File: config.mk
export PLATFORM = sky130hd
export DESIGN_NAME = sr_pulse_ctrl
export DESIGN_NICKNAME = d
export VERILOG_FILES = /design/src/rtl/sr_pulse_ctrl.sv
export SDC_FILE = /design/constraint.sdc
export NUM_CORES = 1
export LEC_CHECK = 0
export BUFFER_PORTS_ARGS = -buffer_cell sky130_fd_sc_hd__buf_2
export CAP_MARGIN = 20
export CORE_UTILIZATION = 57
export CTS_CLUSTER_SIZE = 20
export DETAILED_ROUTE_END_ITERATION = 12
export GPL_TIMING_DRIVEN = 0
export PLACE_DENSITY = 0.86
export SYNTH_ARGS = -nofsm -noshare
export SYNTH_HDL_FRONTEND = slang
export SYNTH_SLANG_ARGS = --single-unit
File: constraint.sdc
create_clock -name clk -period 2.35 [get_ports clk]
set_input_delay 0.705 -clock clk [delete_from_list [all_inputs] [get_ports clk]]
set_output_delay 0.705 -clock clk [all_outputs]
set_load 0.01 [all_outputs]
File: src/rtl/sr_pulse_ctrl.sv
// Driver stage for a cross-coupled NOR SR latch: turns single-cycle set/clear
// requests into exclusive fixed-width s/r pulses and checks the latch feedback.
module sr_pulse_ctrl #(
    parameter int PULSE_W = 4,
    parameter int GAP_W   = 3
) (
    input  logic clk,
    input  logic rst_n,
    input  logic set_req,
    input  logic clr_req,
    input  logic err_clr,
    input  logic q_in,
    input  logic q1_in,
    output logic s,
    output logic r,
    output logic busy,
    output logic state_exp,
    output logic err
);

    localparam int MAX_W = (PULSE_W > GAP_W) ? PULSE_W : GAP_W;
    localparam int CNT_W = $clog2(MAX_W + 1);

    localparam logic [CNT_W-1:0] PULSE_LOAD = CNT_W'(PULSE_W - 1);
    localparam logic [CNT_W-1:0] GAP_LOAD   = CNT_W'(GAP_W - 1);
    localparam logic [CNT_W-1:0] CNT_ZERO   = '0;
    localparam logic [CNT_W-1:0] CNT_ONE    = CNT_W'(1);

    typedef enum logic [1:0] {
        ST_INIT,
        ST_PULSE,
        ST_GAP,
        ST_IDLE
    } state_t;

    // s and r are decoded from this single register, so they cannot both be high.
    typedef enum logic [1:0] {
        DRV_NONE,
        DRV_SET,
        DRV_CLR
    } drive_t;

    state_t           state_q,     state_d;
    drive_t           drive_q,     drive_d;
    logic [CNT_W-1:0] cnt_q,       cnt_d;
    logic             state_exp_q, state_exp_d;
    logic             err_q,       err_d;
    logic             mismatch;

    logic q_meta, q_sync;
    logic q1_meta, q1_sync;

    // Two-flop synchronisers for the latch outputs, which are asynchronous to clk.
    // NOTE: sequential state uses non-blocking assignments so every flop samples
    // the pre-edge value of its neighbours, which a synchroniser chain relies on.
    always_ff @(posedge clk or negedge rst_n) begin
        if (!rst_n) begin
            q_meta  <= 1'b0;
            q_sync  <= 1'b0;
            q1_meta <= 1'b0;
            q1_sync <= 1'b0;
        end else begin
            q_meta  <= q_in;
            q_sync  <= q_meta;
            q1_meta <= q1_in;
            q1_sync <= q1_meta;
        end
    end

    always_ff @(posedge clk or negedge rst_n) begin
        if (!rst_n) begin
            state_q     <= ST_INIT;
            drive_q     <= DRV_NONE;
            cnt_q       <= CNT_ZERO;
            state_exp_q <= 1'b0;
            err_q       <= 1'b0;
        end else begin
            state_q     <= state_d;
            drive_q     <= drive_d;
            cnt_q       <= cnt_d;
            state_exp_q <= state_exp_d;
            err_q       <= err_d;
        end
    end

    always_comb begin
        // NOTE: every output of this block gets a default first; a path that
        // leaves one unassigned would infer a latch.
        state_d     = state_q;
        drive_d     = drive_q;
        cnt_d       = cnt_q;
        state_exp_d = state_exp_q;
        mismatch    = 1'b0;

        case (state_q)
            ST_INIT: begin
                // Power-up / post-reset clear pulse puts the latch in a known state.
                state_d = ST_PULSE;
                drive_d = DRV_CLR;
                cnt_d   = PULSE_LOAD;
            end

            ST_IDLE: begin
                drive_d = DRV_NONE;
                if (set_req && !clr_req) begin
                    state_d     = ST_PULSE;
                    drive_d     = DRV_SET;
                    cnt_d       = PULSE_LOAD;
                    state_exp_d = 1'b1;
                end else if (clr_req && !set_req) begin
                    state_d     = ST_PULSE;
                    drive_d     = DRV_CLR;
                    cnt_d       = PULSE_LOAD;
                    state_exp_d = 1'b0;
                end
            end

            ST_PULSE: begin
                if (cnt_q == CNT_ZERO) begin
                    state_d = ST_GAP;
                    drive_d = DRV_NONE;
                    cnt_d   = GAP_LOAD;
                end else begin
                    cnt_d = cnt_q - CNT_ONE;
                end
            end

            ST_GAP: begin
                drive_d = DRV_NONE;
                if (cnt_q == CNT_ZERO) begin
                    // The gap is long enough for the latch outputs to cross the synchroniser.
                    mismatch = (q_sync != state_exp_q) || (q1_sync != ~state_exp_q);
                    state_d  = ST_IDLE;
                end else begin
                    cnt_d = cnt_q - CNT_ONE;
                end
            end

            default: begin
                state_d = ST_INIT;
                drive_d = DRV_NONE;
                cnt_d   = CNT_ZERO;
            end
        endcase
    end

    // A fresh mismatch outranks a simultaneous clear so no error is ever lost.
    always_comb begin
        err_d = err_q;
        if (mismatch) begin
            err_d = 1'b1;
        end else if (err_clr) begin
            err_d = 1'b0;
        end
    end

    assign s         = (drive_q == DRV_SET);
    assign r         = (drive_q == DRV_CLR);
    assign busy      = (state_q != ST_IDLE);
    assign state_exp = state_exp_q;
    assign err       = err_q;

endmodule

-- After elaboration in Yosys (flattened, before gate mapping)
Index checks and enable logic that the tools add are counted.
- word-level logic and storage cells: 55
- output and inout bits: 5
- bits of input ports: 7
- bits in registers: 13
- $add $sub $neg: 1
- equality and inequality tests: 12
- multiplexer cells: 20
- bitwise gates (word level): 1
- reductions and logical operators: 12
- operators with widths (kind ; count):
    $pmux 2 s4 ; 2
    $mux 2 ; 7
    $mux 3 ; 4
    $pmux 3 s4 ; 1
    $ne 2x2->1 const B ; 4
    $eq 2x2->1 const B ; 3
    $mux 1 ; 6
    $eq 2x1->1 const B ; 2
    $reduce_and 2->1 ; 2
    $reduce_bool 2->1 ; 2
    $logic_not 3->1 ; 1
    $ne 3x3->1 const B ; 1
    $reduce_and 3->1 ; 1
    $sub 3x1->3 const B ; 1
    $logic_and 1x1->1 ; 2
    $logic_not 1->1 ; 2
    $logic_not 2->1 ; 1
    $ne 1x1->1 ; 2
    $logic_or 1x1->1 ; 1
    $not 1->1 ; 1

-- Depth between registers and ports, before layout
- depth in word-level cells: 6
- depth in mapped cells: 6
- depth with buffers taken out: 5

-- Worst setup path before layout
OpenSTA, ideal clock, no wires.
- kind: input -> register
- start: input port set_req
- end: register cnt_q[2]
- cell stages on the path: 5
- library setup time: 0.123 ns
- path slack: 0.741 ns
- arrival time: 1.486 ns
- data required time: 2.227 ns
- path buffers: 0
- cell sequence: inv_1 -> ha_1 -> a32o_1 -> a31oi_1 -> a21oi_1
- cells in the longest elaborated chain, start to end: 4
- ends and longest elaborated chain (element ; line ; RTL):
    start, declared ; 9 ; input logic set_req,
    $logic_not 1->1 ; 110 ; end else if (clr_req && !set_req) begin
    $logic_and 1x1->1 ; 110 ;
    $ne 3x3->1 (no line) ; -- ;
    $reduce_and 2->1 (no line) ; -- ;
    end signal, assigned ; 80 ; cnt_q <= cnt_d;
    end, declared ; 45 ; logic [CNT_W-1:0] cnt_q, cnt_d;
Several ways; a longest one is shown, not always the timed one.
A chain may end at the register's enable or synchronous reset.

-- Final worst setup path
- start: register state_q[0]
- end: output port busy
- cells in the longest elaborated chain, start to end: 1
- ends and longest elaborated chain (element ; line ; RTL):
    start, declared ; 43 ; state_t state_q, state_d;
    start signal, assigned ; 78 ; state_q <= state_d;
    $ne 2x2->1 ; 159 ; assign busy = (state_q != ST_IDLE);
    end, declared ; 16 ; output logic busy,
Every way passes these cells.

==> flow_summary.ini <==
[status]
outcome = completed

[timing]
drv_slew = 0
finalHoldViolCount = 0
setup_tns_ns = 0
rsz0062_at_grt = false
fmax_mhz = 513
post-route-period-util = 0.829
relSlewSlack = 0.809
finalSetupViolCount = 0
worstMarginPinSlew_ns = 0.287
min_period_ns = 1.95
clock_skew_ns = 0.00435

[global_routing]
grt_pass1_vias = 581
antenna_found_initial = 0
grt_first_pass_wirelength_um = 2280
overflow = 0
track_usage = 0.232
grt_max_degree = 14

[critical_path]
worst_setup_path_start_kind = flip-flop
crit_path_max_fanout = 9
critPathKind = flip-flop to output pin
slowest_stage = dfrtp_1
cp-end-kind = output pin
slowest_delay_ns = 0.41
required_ns = 1.64
cp_cell_sequence = ha_1 > buf_4 > inv_1 > buf_2
arrival_ns = 1.24

[yosys]
synth_most_common_cell = dfrtp_1
synth_edf_count = 0
async_flop_share = 1.00
synth_area_sq_um = 756
yosys-top-cells-area = dfrtp_1, ha_1, inv_1, a21oi_1, a31oi_1
yosys.area.top_type = dfrtp_1
yosys_most_used_dff = dfrtp_1
seq_area_frac_synth = 0.430
netlist_instances = 74
ys_ff_latch = 13
synth_commonest_cells = dfrtp_1, inv_1, ha_1, a21oi_1
avgSynthCellArea_sq_um = 10.2
ys_warn_count = 0
synth_top_cell_area_share = 0.430
synth_cell_types = 27
syn_nets = 90

[clock_tree]
cts-resized-gates = 0
h-tree-depth = 1
clock_path_buffers = 2
cts_tree = built
cts.sinks = 13
clock_latency_ns = 0.27
cts_setup_buffers = 0
cts_hold_buf = 0
cts_buffers = 3
cts_root_buf = clkbuf_4
path_clk_slew_ns = 0.08

[finish]
stdcell_count = 103
num-nets-final = 106
diodes = 0
area.growth.synth_to_final_pct = 13.1
multi_input_area_sq_um = 374
layout.area.seq_sq_um = 325
final_layout_size_suffix_gt1_frac = 0.236
num-fill-cells = 76
fin_area_sq_um = 855

[routing]
drt-pass1-iter-count = 4
num_vias = 589
final_antenna_net_count = 0
top_layer = met4
routedWlPerCell_um = 12.7
wl_met1_um = 585
wl_um = 1310
drc_errors = 0
met2WireLength_um = 640
drt-vias-per-instance = 5.72
met3WireLength_um = 77
drtIter0Drc = 25

[job]
max_cap_violations = 0

[hold_path]
hp-class = input pin to asynchronous set/reset pin

[floorplanning]
fp.dieArea_sq_mm = 0.00148
core_area_sq_mm = 0.00117
die_w_um = 38.4
pin_count = 12
row_count = 12
start_util = 0.645
die_y_um = 38.4

[placed_design]
portBuffers = 11
place_area_sq_um = 828
globalplace.congestion = 0.860
placed_cells = 99
hpwl_um = 982

[power]
peakVddDrop_mv = 0.748
power.density_mw_per_mm2 = 1280
power.static_leakage_nw = 0.441
## area by class of cell
| type | count | area share |
|---|---|---|
| Multi-Input combinational cell | 49 | 0.438 |
| Inverter | 10 | 0.0439 |
| Buffer | 2 | 0.0220 |
| Timing Repair Buffer | 11 | 0.0644 |
| Clock buffer | 4 | 0.0307 |
| Sequential cell | 13 | 0.381 |
| Tap cell | 14 | 0.0205 |
## report_power, final
group	switching (mW)	leakage [nW]	internal (mW)	total, mW
Sequential	0.0585	0.158	0.298	0.356
Clock	0.0714	0.0150	0.0658	0.137
Combinational	0.333	0.268	0.271	0.604
Total	0.463	0.441	0.635	1.10
## layer usage
layer,up-vias,global-route usage
met2,22,0.360
met4,0,0.112
met3,2,0.0872
li1,288,-
met5,-,0
met1,277,0.281
## registers in the layout (all words and copies together), names as in the netlist
name / cells
state_q: 2
q_meta: 1
err: 1
state_exp: 1
q1_meta: 1
cnt_q: 3
drive_q: 2
q_sync: 1
q1_sync: 1
## per-stage QoR
stage	hold slack (ns)	total power [mW]	utilization	setup WS, ns
floorplan	0.331	0.817	-	0.741
global placement	0.332	0.937	0.707	0.522
detailed placement	0.337	0.957	0.707	0.527
CTS	0.299	1.10	0.730	0.385
global route	0.296	1.21	0.730	0.321
finish	0.297	1.10	0.730	0.401
## cell usage in the layout, fill, tap and decap left out, types with 2 or more instances in the layout
cell type / synthesis / layout
a31oi_1: 4 / 4
o21ai_0: 2 / 2
inv_1: 10 / 10
o22ai_1: 2 / 2
nand3b_1: 3 / 3
a21oi_1: 5 / 5
buf_2: 0 / 11
dfrtp_1: 13 / 13
ha_1: 9 / 9
clkbuf_4: 0 / 3
nand2_1: 4 / 4
nor2_1: 4 / 4
mux2i_1: 2 / 2
## worst paths after layout
path	from	end	slack (ns)	cells past startpoint
setup / recovery	state_q[0]	busy	0.40	4
hold / removal	rst_n	err	0.30	1
setup reg to reg	cnt_q[0]	state_q[0]	0.83	5
hold reg to reg	q_meta	q_sync	0.36	0
max in group asynchronous	rst_n	state_q[0]	1.83	1
min in group clk	q_meta	q_sync	0.36	0
## logic make-up (layout without fill, tap and decap cells)
| group | after synthesis | after routing | synth area share |
|---|---|---|---|
| compound gates | 20 | 20 | 0.179 |
| buf+inv | 12 | 27 | 0.0745 |
| simple gates | 18 | 18 | 0.141 |
| mux | 2 | 2 | 0.0265 |
| fa+ha+maj | 9 | 9 | 0.149 |
| flops | 13 | 13 | 0.430 |
## worst max-delay path: cells and delay by family, from the launching register on
family / cells / cell delay (ns)
buffers and inverters: 3 / 0.36
DFF: 1 / 0.41
adders and majority gates: 1 / 0.20
(Power assumes the default switching activity.)
